$ cat config.mk
export PLATFORM = sky130hd
export DESIGN_NAME = display_multi_digit
export DESIGN_NICKNAME = d
export VERILOG_FILES = /design/src/rtl/display_multi_digit.sv
export SDC_FILE = /design/constraint.sdc
export NUM_CORES = 1
export LEC_CHECK = 0
export ABC_AREA = 1
export CAP_MARGIN = 20
export CORE_ASPECT_RATIO = 0.5
export CORE_MARGIN = 5
export CORE_UTILIZATION = 61
export DETAILED_ROUTE_END_ITERATION = 7
export GPL_TIMING_DRIVEN = 0
export PLACE_DENSITY = 0.94
export SETUP_SLACK_MARGIN = 0.2
export SLEW_MARGIN = 0
export SYNTH_ARGS = -nofsm -noshare
export SYNTH_HDL_FRONTEND = slang
export SYNTH_SLANG_ARGS = --single-unit
$ cat constraint.sdc
create_clock -name clk -period 2.9 [get_ports clk]
set_clock_uncertainty 0.05 [all_clocks]
set_input_delay 0.58 -clock clk [delete_from_list [all_inputs] [get_ports clk]]
set_output_delay 0.58 -clock clk [all_outputs]
set_load 0.05 [all_outputs]
$ cat src/rtl/display_multi_digit.sv
// Time-multiplexed hex driver for NUM_DIGITS common-anode seven-segment digits:
// frame-synchronous value capture, leading-zero blanking, dead time and blinking.
module display_multi_digit #(
    parameter int NUM_DIGITS   = 4,
    parameter int REFRESH_BITS = 14,
    parameter int DEAD_CYCLES  = 64,
    parameter int BLINK_BITS   = 23
) (
    input  logic                    clk,
    input  logic                    reset_n,
    input  logic                    start_signal,
    input  logic                    stop_signal,
    input  logic [4*NUM_DIGITS-1:0] input_value,
    input  logic [NUM_DIGITS-1:0]   dp_in,
    input  logic                    lz_blank,
    input  logic                    blink_en,
    output logic [6:0]              seg,
    output logic                    dp,
    output logic [NUM_DIGITS-1:0]   digits,
    output logic                    busy
);

    localparam int IDX_W = (NUM_DIGITS > 1) ? $clog2(NUM_DIGITS) : 1;
    localparam logic [REFRESH_BITS-1:0] PRE_LAST  = {REFRESH_BITS{1'b1}};
    localparam logic [REFRESH_BITS-1:0] PRE_ONE   = {{(REFRESH_BITS-1){1'b0}}, 1'b1};
    localparam logic [REFRESH_BITS-1:0] DEAD_END  = REFRESH_BITS'(DEAD_CYCLES);
    localparam logic [IDX_W-1:0]        IDX_LAST  = IDX_W'(NUM_DIGITS - 1);
    localparam logic [IDX_W-1:0]        IDX_ONE   = {{(IDX_W-1){1'b0}}, 1'b1};
    localparam logic [BLINK_BITS-1:0]   BLINK_ONE = {{(BLINK_BITS-1){1'b0}}, 1'b1};
    localparam logic [NUM_DIGITS-1:0]   ANODE_ONE = {{(NUM_DIGITS-1){1'b0}}, 1'b1};

    typedef enum logic {
        BLANK = 1'b0,
        SHOW  = 1'b1
    } state_t;

    state_t                  state_q,  state_d;
    logic [REFRESH_BITS-1:0] pre_q,    pre_d;
    logic [IDX_W-1:0]        idx_q,    idx_d;
    logic [BLINK_BITS-1:0]   blink_q,  blink_d;
    logic [4*NUM_DIGITS-1:0] shadow_q, shadow_d;
    logic [6:0]              seg_q,    seg_d;
    logic                    dp_q,     dp_d;
    logic [NUM_DIGITS-1:0]   digits_q, digits_d;
    logic                    busy_q,   busy_d;

    logic                    pre_tc_s;
    logic                    frame_end_s;
    logic                    anode_on_s;
    logic [NUM_DIGITS-1:0]   lz_mask_s;
    logic [3:0]              nibble_s;

    function automatic logic [6:0] hex_to_seg(input logic [3:0] v);
        case (v)
            4'h0:    hex_to_seg = 7'b1000000;
            4'h1:    hex_to_seg = 7'b1111001;
            4'h2:    hex_to_seg = 7'b0100100;
            4'h3:    hex_to_seg = 7'b0110000;
            4'h4:    hex_to_seg = 7'b0011001;
            4'h5:    hex_to_seg = 7'b0010010;
            4'h6:    hex_to_seg = 7'b0000010;
            4'h7:    hex_to_seg = 7'b1111000;
            4'h8:    hex_to_seg = 7'b0000000;
            4'h9:    hex_to_seg = 7'b0010000;
            4'hA:    hex_to_seg = 7'b0001000;
            4'hB:    hex_to_seg = 7'b0000011;
            4'hC:    hex_to_seg = 7'b1000110;
            4'hD:    hex_to_seg = 7'b0100001;
            4'hE:    hex_to_seg = 7'b0000110;
            4'hF:    hex_to_seg = 7'b0001110;
            default: hex_to_seg = 7'b1111111;
        endcase
    endfunction

    // Digit i is blanked while it and every more-significant nibble are zero
    always_comb begin
        logic seen_nonzero;
        seen_nonzero = 1'b0;
        lz_mask_s    = '0;
        for (int i = NUM_DIGITS - 1; i > 0; i--) begin
            seen_nonzero = seen_nonzero | (|shadow_q[4*i +: 4]);
            lz_mask_s[i] = lz_blank & ~seen_nonzero;
        end
    end

    // Scan counters, state transitions and shadow/blink next-state
    always_comb begin
        pre_tc_s    = (pre_q == PRE_LAST);
        frame_end_s = pre_tc_s && (idx_q == IDX_LAST);
        pre_d       = pre_q + PRE_ONE;

        if (pre_tc_s) begin
            if (idx_q == IDX_LAST) begin
                idx_d = '0;
            end else begin
                idx_d = idx_q + IDX_ONE;
            end
        end else begin
            idx_d = idx_q;
        end

        state_d  = state_q;
        shadow_d = shadow_q;
        blink_d  = blink_q;
        case (state_q)
            BLANK: begin
                // stop has priority over a simultaneous start
                if (start_signal && !stop_signal) begin
                    state_d  = SHOW;
                    shadow_d = input_value;
                    blink_d  = '0;
                end else begin
                    state_d  = BLANK;
                end
            end
            SHOW: begin
                blink_d = blink_q + BLINK_ONE;
                if (start_signal || frame_end_s) begin
                    shadow_d = input_value;
                end else begin
                    shadow_d = shadow_q;
                end
                if (stop_signal) begin
                    state_d = BLANK;
                end else begin
                    state_d = SHOW;
                end
            end
            default: state_d = BLANK;
        endcase
        busy_d = (state_d == SHOW);
    end

    // Output decode from the current scan position; registered one cycle later
    always_comb begin
        nibble_s   = shadow_q[{idx_q, 2'b00} +: 4];
        anode_on_s = (state_q == SHOW) && (pre_q >= DEAD_END) && !lz_mask_s[idx_q]
                     && !(blink_en && blink_q[BLINK_BITS-1]);
        if (anode_on_s) begin
            digits_d = ~(ANODE_ONE << idx_q);
            seg_d    = hex_to_seg(nibble_s);
            dp_d     = ~dp_in[idx_q];
        end else begin
            digits_d = {NUM_DIGITS{1'b1}};
            seg_d    = 7'h7F;
            dp_d     = 1'b1;
        end
    end

    // State, counters and registered display outputs
    always_ff @(posedge clk or negedge reset_n) begin
        if (!reset_n) begin
            state_q  <= BLANK;
            pre_q    <= '0;
            idx_q    <= '0;
            blink_q  <= '0;
            shadow_q <= '0;
            seg_q    <= 7'h7F;
            dp_q     <= 1'b1;
            digits_q <= {NUM_DIGITS{1'b1}};
            busy_q   <= 1'b0;
        end else begin
            state_q  <= state_d;
            pre_q    <= pre_d;
            idx_q    <= idx_d;
            blink_q  <= blink_d;
            shadow_q <= shadow_d;
            seg_q    <= seg_d;
            dp_q     <= dp_d;
            digits_q <= digits_d;
            busy_q   <= busy_d;
        end
    end

    assign seg    = seg_q;
    assign dp     = dp_q;
    assign digits = digits_q;
    assign busy   = busy_q;

endmodule

* After elaboration in Yosys (flattened, before gate mapping)
Memory sizes are Yosys's and may differ from the RTL's.
Cells that the tools add are included.
W data, S select, Z words.
** Cells by class
- Shift operators :: 2
- Reduce and logical (&&, ||, !) cells :: 14
- Bitwise operators :: 11
- Multiply operators :: 0
- Equality and inequality tests :: 4
- Div/mod/pow operators :: 0
- $add $sub $neg :: 3
- Magnitude comparators :: 2
- Mux-type cells :: 16
** Operators by type and width (number)
- $pmux W23 S2 :: 1
- $mux W16 :: 2
- $pmux W16 S2 :: 1
- $add A23 B1 Y23 const B :: 1
- $mux W23 :: 1
- $shiftx A16 B5 Y4 :: 1
- $add A14 B1 Y14 const B :: 1
- $eq A14 B14 Y1 const B :: 1
- $ge A14 B7 Y1 const B :: 1
- $reduce_or A4 Y1 :: 3
- $mux W7 :: 1
- $logic_and A1 B1 Y1 :: 6
- $mux W1 :: 5
- $not A1 Y1 :: 5
- $bmux W1 S2 :: 2
- $mux W4 :: 1
- $not A4 Y4 :: 1
- $shl A1 B2 Y4 const A :: 1
- $and A1 B1 Y1 :: 3
- $logic_not A1 Y1 :: 3
- $lt A2 B3 Y1 const B :: 1
- $add A2 B1 Y2 const B :: 1
- $eq A2 B2 Y1 const B :: 1
- $mux W2 :: 1
- other kinds (6) :: 7
** Word-level totals
- Memories :: 1
- Bits in registers :: 68
- Latch bits :: 0
- ROM bits :: 112
- Logic and storage cells :: 61
- Bits in writable memories :: 0
- Input port bits :: 26
** Memories
- (name not given) :: depth 16, width 7, rd ports 1, clocked after Yosys merged registers in 0, wr ports 0, RTL line 54 : case (v)

* Longest topological paths before layout
- Depth after elaboration :: 11
- Mapped depth :: 11
- Mapped depth without buffers :: 10

* Worst setup path before layout
Ideal clock, no wire load.
- Kind :: flip-flop to flip-flop
- Start point :: register, netlist name busy
- End point :: register blink_q[17]
- Clock period less this slack :: 1687 ps
- Arrival :: 1520 ps
- Path slack :: 1213 ps
- Path buffers :: 1
- Required time :: 2733 ps
- Stages on the path, launching flop included :: 9
- Path through :: dfrtp_1 -> buf_4 -> inv_2 -> nor2_2 -> nand3_1 -> nor2_1 -> nand3_1 -> nand2_1 -> nand2_1
** RTL lines
- end signal, assigned :: RTL line 166 : blink_q <= blink_d;
- end, declared :: RTL line 40 : logic [BLINK_BITS-1:0] blink_q, blink_d;

* Worst setup path after layout
- Start point :: register seg_q[2], in the netlist seg[2]
- End point :: output seg[2]
** RTL lines
- start, declared :: RTL line 42 : logic [6:0] seg_q, seg_d;
- start signal, assigned :: RTL line 168 : seg_q <= seg_d;
- end, declared :: RTL line 17 : output logic [6:0] seg,
No word-level cell between the ends.

==> summary.md <==
| Metric | Value |
|---|---|
| Status | complete, no violations |
| Worst setup EP type | primary output |
| Met3 usage | 6.19% |
| Final Util | 74.4% |
| Remaining Overflow, GRT | 0 |
| CP Capture Point | seg[2] |
| Main synth FF type | dfrtp_1 |
| Antenna cells | 0 |
| IO buf count | 38 |
| GR Layer Usage met1 | 27.7% |
| Drc violations | 0 |
| Worst path depth | 1 |
| R2R setup slack | 0.84 ns |
| Layout cells sized above 1 | 11.3% |
| Sequential fraction of the synthesis area | 46.4% |
| Fin crit share | 79.7% |
| Maximum vdd drop | 0.000303 V |
| Share of the synthesized area in the top cell type | 37.9% |
| CP arrival | 1.68 ns |
| Max Buffers Root-to-Sink | 2 |
| Final Max Slew Viols | 0 |
| TritonCTS clock tree | done |
| Post-Route WL | 8.57 mm |
| Cells after Synth | 475 |
| Measured slew at the worst slew-check pin | 0.814 ns |
| Setup violators final | 0 |
| Reg2reg path depth | 11 |
| Standard-cell rows | 20 |
| Hold_buf cts | 0 |
| Leak | 2.17 nW |
| Post-route insts no fill | 606 |
| CTS buffer count | 9 |
| Synth area leader | dfrtp_1 |
| Relative slew slack | 45.7% |
| Maxcap violations | 0 |
| FMAX | 433 MHz |
| Avg Inst Size Synth | 7.79 sq um |
| Max incr delay on CP | 0.82 ns |
| Netlist cell types | 35 |
| Die area | 7820 sq um |
| Postcts setup bufs | 0 |
| Mapped cell area | 3700 sq um |
| Initial antenna violation count | 0 |
| First-pass GRT wire length | 14.9 mm |
| Initial drt markers | 368 |
| FILL cells | 398 |
| Routability Congestion | 0.907 |
| Setup CP Type | reg2out |
| Number of synthesized flops with an enable pin | 0 |
| CTS H-Tree Depth | 3 |
| Min cycle time layout | 2.31 ns |
| Nets@finish | 563 |
| Total track usage | 24.4% |
| Placed Cells | 590 |
| Post-CTS sizing | 0 |
| Required time worst endpoint | 2.27 ns |
| Vias/cell | 5.48 |
| Hold crit path type | in2async |
| Clock sinks | 68 |
| Die Span Y | 65.1 um |
| Grt peak-use layer | met2 |
| Top delay family on crit path | buffers and inverters |
| Syn nets | 514 |
| Drt wl/cell | 14.1 um |
| Worst-path fanout max | 1 |
| Drt first pass iters | 5 |
| Antenna viol nets, final | 0 |
| Worst setup SP type | flip-flop |
| Crit-path cells | clkdlybuf4s50_1 |
| Power per cell area | 519 nW/um^2 |
| Vias | 3,319 |
| Count leader, synth | nand2_1 |
| Setup_tns | 0 ns |
| Met2 Usage GRT | 42.6% |
| Reg-to-reg startpoint | idx_q[0] |
| R2r endpoint | seg[6] |
| Seq cells post-synth | 68 |
| Syn. warnings | 0 |
| Root Driver | clkbuf_16 |
| Final hold vios | 0 |
| Via count of the first global-routing pass | 3,261 |
| RSZ-0062 raised after global routing | no |
| Critical Path Source | seg[2] |
| Ys async rst share | 100% |
| Core Box Area | 5980 sq um |
| Area Overhead vs Synth | 20.3% |
| I/O pin count | 39 |
| Initial Util | 61.9% |
| Clk Latency, worst-skew pair | 0.34 ns |
| Most area-consuming cells after synthesis | dfrtp_1 (38%), nand2_1 (16%), dfstp_2 (8.5%), nand3_1 (8.3%), nor2_1 (4.5%) |
| Pin count of the biggest net entering global routing | 69 |
| Clk slew on worst S/H paths | 0.06 ns |
| CP max-delay cell | clkdlybuf4s50_1 |
| Die Wd | 120 um |
| Critical path buffers and inverters | 1 |
| Post-DP HPWL | 5.94 mm |
| Post-synth top cells | nand2_1 (155), nand3_1 (61), dfrtp_1 (56) |
-- stage by stage --
step                power (mW)  area (sq um)  worst slack [ns]  hold slack [ns]
finish                    2.31          4450             0.588            0.274
global route              2.42          4450             0.572            0.355
CTS                       2.32          4450             0.573            0.310
detailed placement        1.32          4170             0.517            0.411
global placement          1.31          4180            -0.885            0.406
floorplan                 1.22          3700              1.21            0.234
-- worst min path at each step --
stage             start           to  cells after the start
6_report        reset_n  shadow_q[4]                      1
5_1_grt         reset_n     pre_q[0]                      1
4_1_cts         reset_n  shadow_q[4]                      1
3_5_place_dp   pre_q[0]     pre_q[0]                      1
3_3_place_gp   pre_q[0]     pre_q[0]                      1
2_1_floorplan   reset_n   blink_q[0]                      0
-- power breakdown --
group	switching, mW	internal [mW]	total, mW
Clock	0.415	0.580	0.995
Sequential	0.0423	0.998	1.04
Combinational	0.169	0.104	0.273
Total	0.626	1.68	2.31
-- area by class of cell --
cell class	instances	area, sq um	area share, %
sequential	68	1720	38.6
inverter	50	189	4.24
clock buffer	9	225	5.06
timing repair buffer	38	378	8.49
clock inverter	7	52.6	1.18
multi-input combinational	350	1750	39.2
tap	77	96.3	2.16
buffer	7	48.8	1.10
-- flip-flops by register name, summed over array words and instances, names as in the netlist --
signal and count:
dp 1, pre_q 14, idx_q 2, shadow_q 16, digits 4, seg 7
busy 1, blink_q 23
-- layer usage --
layer	vias to the layer above	routed length, um
met3	32	516
met5	-	0
li1	1614	-
met4	0	308
met2	137	4250
met1	1536	3490
-- cells by family (layout without fill, tap and decap cells) --
group,after synthesis,after routing,share of synthesized area (%)
AND/OR/NAND/NOR,295,295,35.6
flip-flops,68,68,46.4
buffers and inverters,57,111,6.43
AO/OA/AOI/OAI,29,29,4.06
adder cells (fa/ha/maj),13,13,4.40
XOR/XNOR,13,13,3.08
-- cells in the final DEF (no fill, tap or decap), types with 9 or more instances in the layout --
cell,n
nand2_1,155
nand3_1,61
dfrtp_1,56
nor2_1,44
inv_1,38
clkdlybuf4s50_1,37
ha_1,13
dfstp_2,12
inv_2,11
o21ai_1,11
nor3_1,10
o21ai_0,9
clkbuf_16,9
(Power assumes the default switching activity.)
